<file path="config.mk">
export PLATFORM = sky130hd
export DESIGN_NAME = cla_slice_sequencer
export DESIGN_NICKNAME = d
export VERILOG_FILES = /design/src/rtl/alu_pkg.sv /design/src/rtl/carry_lookahead_8bit.sv /design/src/rtl/cla_slice_sequencer.sv
export SDC_FILE = /design/constraint.sdc
export NUM_CORES = 1
export LEC_CHECK = 0
export ABC_AREA = 1
export ABC_CLOCK_PERIOD_IN_PS = 2500
export BUFFER_PORTS_ARGS = -buffer_cell sky130_fd_sc_hd__buf_2
export CAP_MARGIN = 25
export CORE_UTILIZATION = 50
export CTS_BUF_LIST = sky130_fd_sc_hd__clkbuf_16
export DETAILED_ROUTE_END_ITERATION = 12
export PLACE_DENSITY = 0.77
export SLEW_MARGIN = 5
export SYNTH_ARGS = -nofsm -noshare
export SYNTH_HDL_FRONTEND = slang
export SYNTH_SLANG_ARGS = --single-unit
</file>
<file path="constraint.sdc">
create_clock -name clock -period 2.5 [get_ports clock]
set_clock_uncertainty 0.05 [all_clocks]
set_input_delay 0.125 -clock clock [delete_from_list [all_inputs] [get_ports clock]]
set_output_delay 0.125 -clock clock [all_outputs]
set_load 0.02 [all_outputs]
</file>
<file path="src/rtl/alu_pkg.sv">
// Shared ALU definitions: slice width, sequencer state encoding, add/sub control
// encoding and the signed-overflow helper used on the last slice.
package alu_pkg;

    localparam int ALU_SLICE_W = 8;

    typedef enum logic [1:0] {
        IDLE = 2'd0,
        RUN  = 2'd1,
        DONE = 2'd2
    } alu_state_e;

    // ctrl_sub encoding
    localparam logic CTRL_ADD = 1'b0;
    localparam logic CTRL_SUB = 1'b1;

    // Two's-complement overflow: operands agree in sign but the sum does not.
    // b_msb is the sign of the operand actually fed to the adder (already
    // inverted for subtraction).
    function automatic logic signed_ovf(input logic a_msb, input logic b_msb,
                                        input logic s_msb);
        return (a_msb == b_msb) && (s_msb != a_msb);
    endfunction

endpackage

</file>
<file path="src/rtl/carry_lookahead_8bit.sv">
// 8-bit carry-lookahead adder slice. Every carry is formed directly from the
// generate/propagate terms and cin rather than rippled bit to bit; group
// generate/propagate are exported so a sequencer can chain slices.
module carry_lookahead_8bit (
    input  logic [7:0] a,
    input  logic [7:0] b,
    input  logic       cin,
    output logic [7:0] sum,
    output logic       cout,
    output logic       gout,
    output logic       pout
);

    logic [7:0] g;
    logic [7:0] p;
    logic [8:0] c;
    logic       grp_g;

    assign g = a & b;
    assign p = a ^ b;

    // Flattened lookahead: c[i+1] = g[i] | p[i]g[i-1] | ... | p[i..0]cin
    always_comb begin
        logic gt;
        logic pp;
        c     = '0;
        grp_g = 1'b0;
        c[0]  = cin;
        for (int i = 0; i < 8; i++) begin
            gt = g[i];
            pp = p[i];
            for (int j = i - 1; j >= 0; j--) begin
                gt = gt | (pp & g[j]);
                pp = pp & p[j];
            end
            c[i+1] = gt | (pp & cin);
            if (i == 7) grp_g = gt;
        end
    end

    assign sum  = p ^ c[7:0];
    assign cout = c[8];
    assign gout = grp_g;
    assign pout = &p;

endmodule

</file>
<file path="src/rtl/cla_slice_sequencer.sv">
// Multi-cycle WIDTH-bit add/subtract built on a single shared 8-bit CLA slice.
// Operands are latched on the input handshake, then one byte per cycle (LSB
// first) passes through the slice with the carry held in a register between
// cycles. The result, carry-out and signed overflow are held on the output
// handshake until consumed.
module cla_slice_sequencer
    import alu_pkg::*;
#(
    parameter int WIDTH = 32
) (
    input  logic             clock,
    input  logic             reset_n,
    input  logic             in_valid,
    output logic             in_ready,
    input  logic [WIDTH-1:0] data_operandA,
    input  logic [WIDTH-1:0] data_operandB,
    input  logic             ctrl_sub,
    output logic             out_valid,
    input  logic             out_ready,
    output logic [WIDTH-1:0] data_result,
    output logic             carry_out,
    output logic             overflow
);

    localparam int NSLICE = WIDTH / ALU_SLICE_W;
    localparam int IDX_W  = (NSLICE > 1) ? $clog2(NSLICE) : 1;
    localparam logic [IDX_W-1:0] LAST_IDX = IDX_W'(NSLICE - 1);

    generate
        if ((WIDTH % ALU_SLICE_W) != 0 || WIDTH == 0) begin : g_bad_width
            $error("cla_slice_sequencer: WIDTH must be a non-zero multiple of 8");
        end
    endgenerate

    alu_state_e       state_q, state_d;
    logic [WIDTH-1:0] a_q, b_q;
    logic [WIDTH-1:0] result_q;
    logic [IDX_W-1:0] idx_q;
    logic             carry_q;
    logic             cout_q, ovf_q;

    logic             accept;
    logic             last_slice;
    logic [7:0]       sl_a, sl_b, sl_s;
    logic             sl_cout, sl_g, sl_p;

    assign accept     = in_valid && (state_q == IDLE);
    assign last_slice = (state_q == RUN) && (idx_q == LAST_IDX);

    // Byte mux: select the current slice of each latched operand
    assign sl_a = a_q[int'(idx_q)*ALU_SLICE_W +: ALU_SLICE_W];
    assign sl_b = b_q[int'(idx_q)*ALU_SLICE_W +: ALU_SLICE_W];

    carry_lookahead_8bit u_slice (
        .a    (sl_a),
        .b    (sl_b),
        .cin  (carry_q),
        .sum  (sl_s),
        .cout (sl_cout),
        .gout (sl_g),
        .pout (sl_p)
    );

    // State register
    always_ff @(posedge clock or negedge reset_n) begin
        if (!reset_n) state_q <= IDLE;
        else          state_q <= state_d;
    end

    // Next-state and handshake outputs
    always_comb begin
        state_d   = state_q;
        in_ready  = 1'b0;
        out_valid = 1'b0;
        case (state_q)
            IDLE: begin
                in_ready = 1'b1;
                if (in_valid) state_d = RUN;
            end
            RUN: begin
                if (idx_q == LAST_IDX) state_d = DONE;
            end
            DONE: begin
                out_valid = 1'b1;
                if (out_ready) state_d = IDLE;
            end
            default: state_d = IDLE;
        endcase
    end

    // Operand capture, per-slice datapath, carry chaining and final flags
    always_ff @(posedge clock or negedge reset_n) begin
        if (!reset_n) begin
            a_q      <= '0;
            b_q      <= '0;
            carry_q  <= 1'b0;
            idx_q    <= '0;
            result_q <= '0;
            cout_q   <= 1'b0;
            ovf_q    <= 1'b0;
        end else if (accept) begin
            // Subtraction is A + ~B + 1: invert B here and seed the carry
            a_q     <= data_operandA;
            b_q     <= data_operandB ^ {WIDTH{ctrl_sub}};
            carry_q <= ctrl_sub;
            idx_q   <= '0;
        end else if (state_q == RUN) begin
            result_q[int'(idx_q)*ALU_SLICE_W +: ALU_SLICE_W] <= sl_s;
            carry_q <= sl_g | (sl_p & carry_q);
            if (last_slice) begin
                cout_q <= sl_cout;
                ovf_q  <= signed_ovf(a_q[WIDTH-1], b_q[WIDTH-1], sl_s[7]);
            end else begin
                idx_q <= idx_q + IDX_W'(1);
            end
        end
    end

    assign data_result = result_q;
    assign carry_out   = cout_q;
    assign overflow    = ovf_q;

endmodule

</file>
# After elaboration in Yosys (flattened, before gate mapping)
# Cells that the tools add are included.
# totals
ff_bits	103
elab_cells	152
inputBits	69
# op_classes
reduce_logical	10
shift	4
muxes	12
n_eq_ne	9
addsub	2
bitwise_logic	107
# op_table
cell	count
1-bit bitwise AND	65
32-bit by 6-bit indexed part select with 8-bit output	2
1-bit bitwise OR	37
5-bit negator with 33-bit output	1
8-bit by 33-bit variable shift with 32-bit output, first input constant	1
8-bit by 33-bit indexed part select with 32-bit output	1
32-bit bitwise mux	1
32-bit bitwise XOR	1
8-bit bitwise XOR	2
2-bit 2-to-1 mux	6
8-bit bitwise AND	1
2-bit inequality test, second input constant	4
8-bit AND reduction	1
2-bit case mux with 3 select lines	1
3-bit AND reduction	2
2-bit equality test, second input constant	2
1-bit 2-to-1 mux	4
2-bit AND reduction	2
1-bit logical AND	3
2-bit by 1-bit adder with 2-bit output, second input constant	1
2-bit by 1-bit equality test with 1-bit output, second input constant	1
2-bit logical NOT	1
2-bit nonzero test	1
1-bit equality test	1
2 further kinds	2

# Depth between registers and ports, before layout
# depth
depth_word	13
mapped_depth	17

# Hierarchy
# From an unflattened synthesis, not the netlist that was laid out.
# hier_totals
hier_cells	674
area_unflattened_um2	5385.2
# by_module_without_submodules
mod	area_per_inst_um2	seq_area_each_um2	cells_each	n_inst
cla_slice_sequencer	4892.2	2577.5	585	1
carry_lookahead_8bit	493.0	0.0	89	1

# Worst setup path after synthesis
# Ideal clock, no wire load.
# synth_path
path_type	reg2reg
from	register idx_q[0]
to	register result_q[31], in the netlist data_result[31]
required_time_ps	2385
setup_ps	65
synth_period_minus_slack_ps	2479
slack_ps	21
stages_incl_launch_ff	18
arrival_ps	2364
path_buffers	2
cell_sequence	dfrtp_1 > inv_2 > clkbuf_1 > buf_2 > nor2_1 > o22ai_1 > ha_1 > nand2_1 > nor2_1 > nand2_1 > nand3_1 > nand2_1 > nand2_1 > nand2_1 > nand3_1 > nor2_1 > nand2_1 > nand2_1
# synth_via
elab_chain_cells	13
word_cells_on_any_way	86
# synth_rtl
element	line	text
from (decl)	cla_slice_sequencer.sv:38	logic [IDX_W-1:0] idx_q;
from (signal assigned)	cla_slice_sequencer.sv:114	idx_q <= idx_q + IDX_W'(1);
32-bit by 6-bit indexed part select with 8-bit output (on tied branches)	cla_slice_sequencer.sv:51, cla_slice_sequencer.sv:52	
8-bit bitwise XOR or 8-bit bitwise AND (tied branches)	carry_lookahead_8bit.sv:20, carry_lookahead_8bit.sv:19	
1-bit bitwise AND (on tied branches)	carry_lookahead_8bit.sv:33, carry_lookahead_8bit.sv:34	
1-bit bitwise OR (tied with other cells) (5 in series)	carry_lookahead_8bit.sv:33	gt = gt | (pp & g[j]);
1-bit bitwise OR or 1-bit bitwise AND (tied branches)	carry_lookahead_8bit.sv:33, carry_lookahead_8bit.sv:36	
1-bit bitwise OR	carry_lookahead_8bit.sv:36	c[i+1] = gt | (pp & cin);
8-bit bitwise XOR	carry_lookahead_8bit.sv:41	assign sum = p ^ c[7:0];
8-bit by 33-bit indexed part select with 32-bit output	cla_slice_sequencer.sv:108	result_q[int'(idx_q)*ALU_SLICE_W +: ALU_SLICE_W] <= sl_s;
32-bit bitwise mux (*)	cla_slice_sequencer.sv:108	
to (signal, indexed assignment)	cla_slice_sequencer.sv:108	
to (decl)	cla_slice_sequencer.sv:37	logic [WIDTH-1:0] result_q;
# Every way passes the cells marked *; elsewhere a longest branch is shown, timed or not.
# A chain may end at the register's enable or synchronous reset.

# Worst setup path in the final report
# layout_path
from	register idx_q[0]
to	register result_q[15], in the netlist data_result[15]
# The elaborated chain is that of the path after synthesis.

==> Implementation_results.wiki <==
{| class="wikitable"
! Metric !! Value
|-
| Status || finished, final reports clean
|-
| Number of remaining DRC errors || 0
|-
| Finish-stage setup viols || 0
|-
| Total area of multi-input combinational cells || 2303 µm²
|-
| Required time at the endpoint of the critical path || roughly 2.7 ns
|-
| Number of distinct library cells after synthesis || 27
|-
| Setup_tns || 0 ns
|-
| PnR Total Power || 9169 µW
|-
| Clock slew at the register clock pins of the worst setup and hold paths || approximately 0.070 ns
|-
| Netlist area before placement || 5066 µm²
|-
| Antenna violation net count after detailed routing || 0
|-
| IO buf count || between 100 and 150
|-
| Fillers || about 830
|-
| Residual overflow from global routing || 0
|-
| Count of final max-slew check failures || 0
|-
| Clock period minus worst slack || 2.367 ns
|-
| GR Util met2 || 40.46%
|-
| Final Routed Wirelength || 12220 µm
|-
| Post-synth EDFFs || 0
|-
| Total number of vias || 4481
|-
| Largest area contributor in the synthesized netlist || dfrtp_1
|-
| Via count of the first global-routing pass || between 4000 and 5000
|-
| Area growth from synthesis to final layout || 26.82%
|-
| Initial DRC Count || about 230
|-
| Layout Cell Area excl Fill || ~6400 µm²
|-
| Detailed-routing iteration count for the pre-antenna-repair pass || 4
|-
| Transition at the pin with the smallest max-transition slack || around 0.87 ns
|-
| Synthesized flop and latch total || just over 100
|-
| Pre-CTS WS || -0.05681 ns
|-
| Clock tree from TritonCTS || done
|-
| Ranking of synthesized cells by instance count || nand2_1 (219), dfrtp_1 (103), nor2_1 (46)
|-
| Setup crit start kind || flip-flop
|-
| Setup repair after global routing missed its margin || true
|-
| H-tree Lvls || 3
|-
| IO Pins || roughly 110
|-
| Source-to-sink clock delay at the later pin of the worst-skew pair || around 0.35 ns
|-
| Root buf cell || clkbuf_16
|-
| # clock sinks || 103
|-
| Area contributors post-synth || dfrtp_1 (51%), nand2_1 (16%), xnor2_1 (6.1%), o21ai_0 (4.1%), o21ai_1 (3.7%)
|-
| Vertical extent of the die || 102.7 µm
|-
| Layout net count || between 800 and 900
|-
| Fraction of final layout cells sized beyond drive strength 1 || approximately 22%
|-
| Most used standard cell by instance count after synthesis || nand2_1
|-
| Placer's final routability congestion estimate || slightly below 0.9
|-
| Cells after Synth || around 600
|-
| Die area || ~11000 µm²
|-
| Min-delay worst type || primary input to flip-flop
|-
| Number of rows created at floorplan || 36
|-
| Ratio of total power to cell area || about 1400 nW/µm²
|-
| Detailed placement HPWL || ~8500 µm
|-
| Number of antenna violations at the first check in global routing || 0
|-
| Die width || 102.7 µm
|-
| Placed cell areas || between 5000 and 6000 µm²
|-
| Hold slack final || 0.001646 ns
|-
| Crit end category || flip-flop
|-
| Met1 global-route usage || 31.15%
|-
| Final Hold Fails || 0
|-
| Register area || around 2600 µm²
|-
| Max Clk Rate || ~420 MHz
|-
| Number of warning messages in the yosys log || 0
|-
| Wirelength per Cell || about 14 µm
|-
| CP Max Fanout || 33
|-
| Proportion of register bits with asynchronous set or reset after synthesis || 100.0%
|-
| Proportion of synthesized chip area in sequential cells || approximately half
|-
| Initial core utilization || 51.59%
|-
| Maximum vdd drop || 0.6712 mV
|-
| # Max-Cap Violations || 0
|-
| Wire length of the first global-routing pass || roughly 19000 µm
|-
| Data arrival time of the worst path || roughly 2.6 ns
|-
| Diode insertion count for antenna repair || 0
|-
| Min setup slack post-route || approximately 0.13 ns
|-
| Flip-flop cell with the highest count after synthesis || dfrtp_1
|-
| Standby leakage power || about 0.0033 µW
|-
| Net Count, Synth || just under 700
|-
| Fraction of post-synthesis cell area in the top cell type by area || 50.88%
|-
| Clock buffer count from CTS || 9
|-
| Maximum number of pins on one net before global-route repair || between 50 and 60
|-
| Number of buffers on the longest clock path || 2
|-
| Detail-routed via count per cell || about 5.1
|-
| Layer with the highest usage || met2
|-
| Startpoint-to-endpoint class of the critical path || flip-flop to flip-flop
|-
| Mean area per synthesized cell || between 8 and 9 µm²
|-
| Max_slew headroom || between 40 and 50%
|-
| Global-route usage over all layers || between 20% and 30%
|-
| Std-Cell Core Area || about 9800 µm²
|-
| GR met3 Demand/Resource || around 4%
|-
| Fin crit share || a little over nine tenths
|}
==> cells in the final DEF (no fill, tap or decap), types with 3 or more instances in the layout <==
master and n:
buf_4 8, nand3_1 15, clkinv_4 3, nand2_1 215
dlygate4sd3_1 35, o22ai_1 16, xnor2_1 35, clkbuf_16 9
inv_2 7, nor2_1 44, clkinvlp_4 4, a22o_1 3
inv_1 14, dfrtp_1 101, o21ai_0 38, buf_2 103
o21ai_1 40, nand2_2 8, a21oi_1 4, buf_12 3
ha_1 14, nor2_2 4
==> cell type report <==
| cell class | instances | share of cell area [%] |
|---|---|---|
| Clock buffer | 9 | 3.505 |
| Clock inverter | 7 | 0.7790 |
| Inverter | 23 | 1.480 |
| Multi-Input combinational cell | 450 | 35.85 |
| Sequential cell | 103 | 40.16 |
| Tap cell | 133 | 2.590 |
| Timing Repair Buffer | 150 | 15.52 |
| Timing Repair inverter | 1 | 0.1168 |
==> per-layer routing <==
layer	share of wire [%]	wire, µm
met3	4.7	573
met5	0	0
met2	49	5927
met1	44	5408
met4	2.5	308
==> metrics by stage <==
stage / utilization [%] / cells
6_report: 65.43 / 876
5_1_grt: 65.43 / 876
4_1_cts: 64.86 / 874
3_5_place_dp: 58.42 / 823
3_3_place_gp: 58.42 / 823
2_1_floorplan: - / 604
==> worst max-delay path, stage by stage, from the launching register on <==
cell and delay (ns):
dfrtp_2 0.44, buf_12 0.20, o21ai_0 0.11, o22ai_1 0.28, ha_1 0.31, nand2_1 0.07
nor2_1 0.04, nand2_1 0.08, nand3_2 0.11, nand2_2 0.09, nand2_1 0.06, nand2_2 0.08
nand3_1 0.09, nor2_1 0.15, nand2_1 0.06, nand2_1 0.08
==> flip-flops by register name, indices dropped and copies added, names as in the netlist <==
name         count
a_q             32
b_q             32
data_result     32
idx_q            2
state_q          2
carry_out        1
carry_q          1
overflow         1
==> timing repair <==
action / CTS / global route
gates cloned: 0 / 1
endpoints found under the hold margin: 87 / 0
setup buffers: 0 / 1
hold buffers: 35 / 0
endpoints found under the setup margin: 6 / 22
resized for setup: 2 / 18
pin swaps: 0 / 5
==> worst paths after layout <==
| path | slack [ns] | end | from | cells after the start |
|---|---|---|---|---|
| max | 0.13 | data_result[15]$_DFFE_PN0P_ | idx_q[0]$_DFFE_PN0P_ | 15 |
| min | 0.002 | b_q[23]$_DFFE_PN0P_ | data_operandB[23] | 3 |
| max reg2reg | 0.13 | data_result[15]$_DFFE_PN0P_ | idx_q[0]$_DFFE_PN0P_ | 15 |
| min reg2reg | 0.43 | overflow$_DFFE_PN0P_ | overflow$_DFFE_PN0P_ | 2 |
| max in group asynchronous | 1.40 | b_q[12]$_DFFE_PN0P_ | reset_n | 3 |
| min in group asynchronous | 0.31 | a_q[29]$_DFFE_PN0P_ | reset_n | 2 |
==> where the power goes <==
part / switching, µW / internal (µW) / total (µW) / leakage, µW
Clock: 614 / 675 / 1290 / 0.000129
Combinational: 3210 / 1800 / 5010 / 0.00185
Sequential: 483 / 2380 / 2870 / 0.00132
==> kinds of logic after synthesis <==
group                    share of synthesized area, %
AO/OA/AOI/OAI                                   11.31
XOR/XNOR                                        6.051
adder cells (fa/ha/maj)                         3.853
buffers and inverters                           4.347
flip-flops                                      50.88
AND/OR/NAND/NOR                                 23.56
No activity file was read; power rests on OpenSTA's default activity.
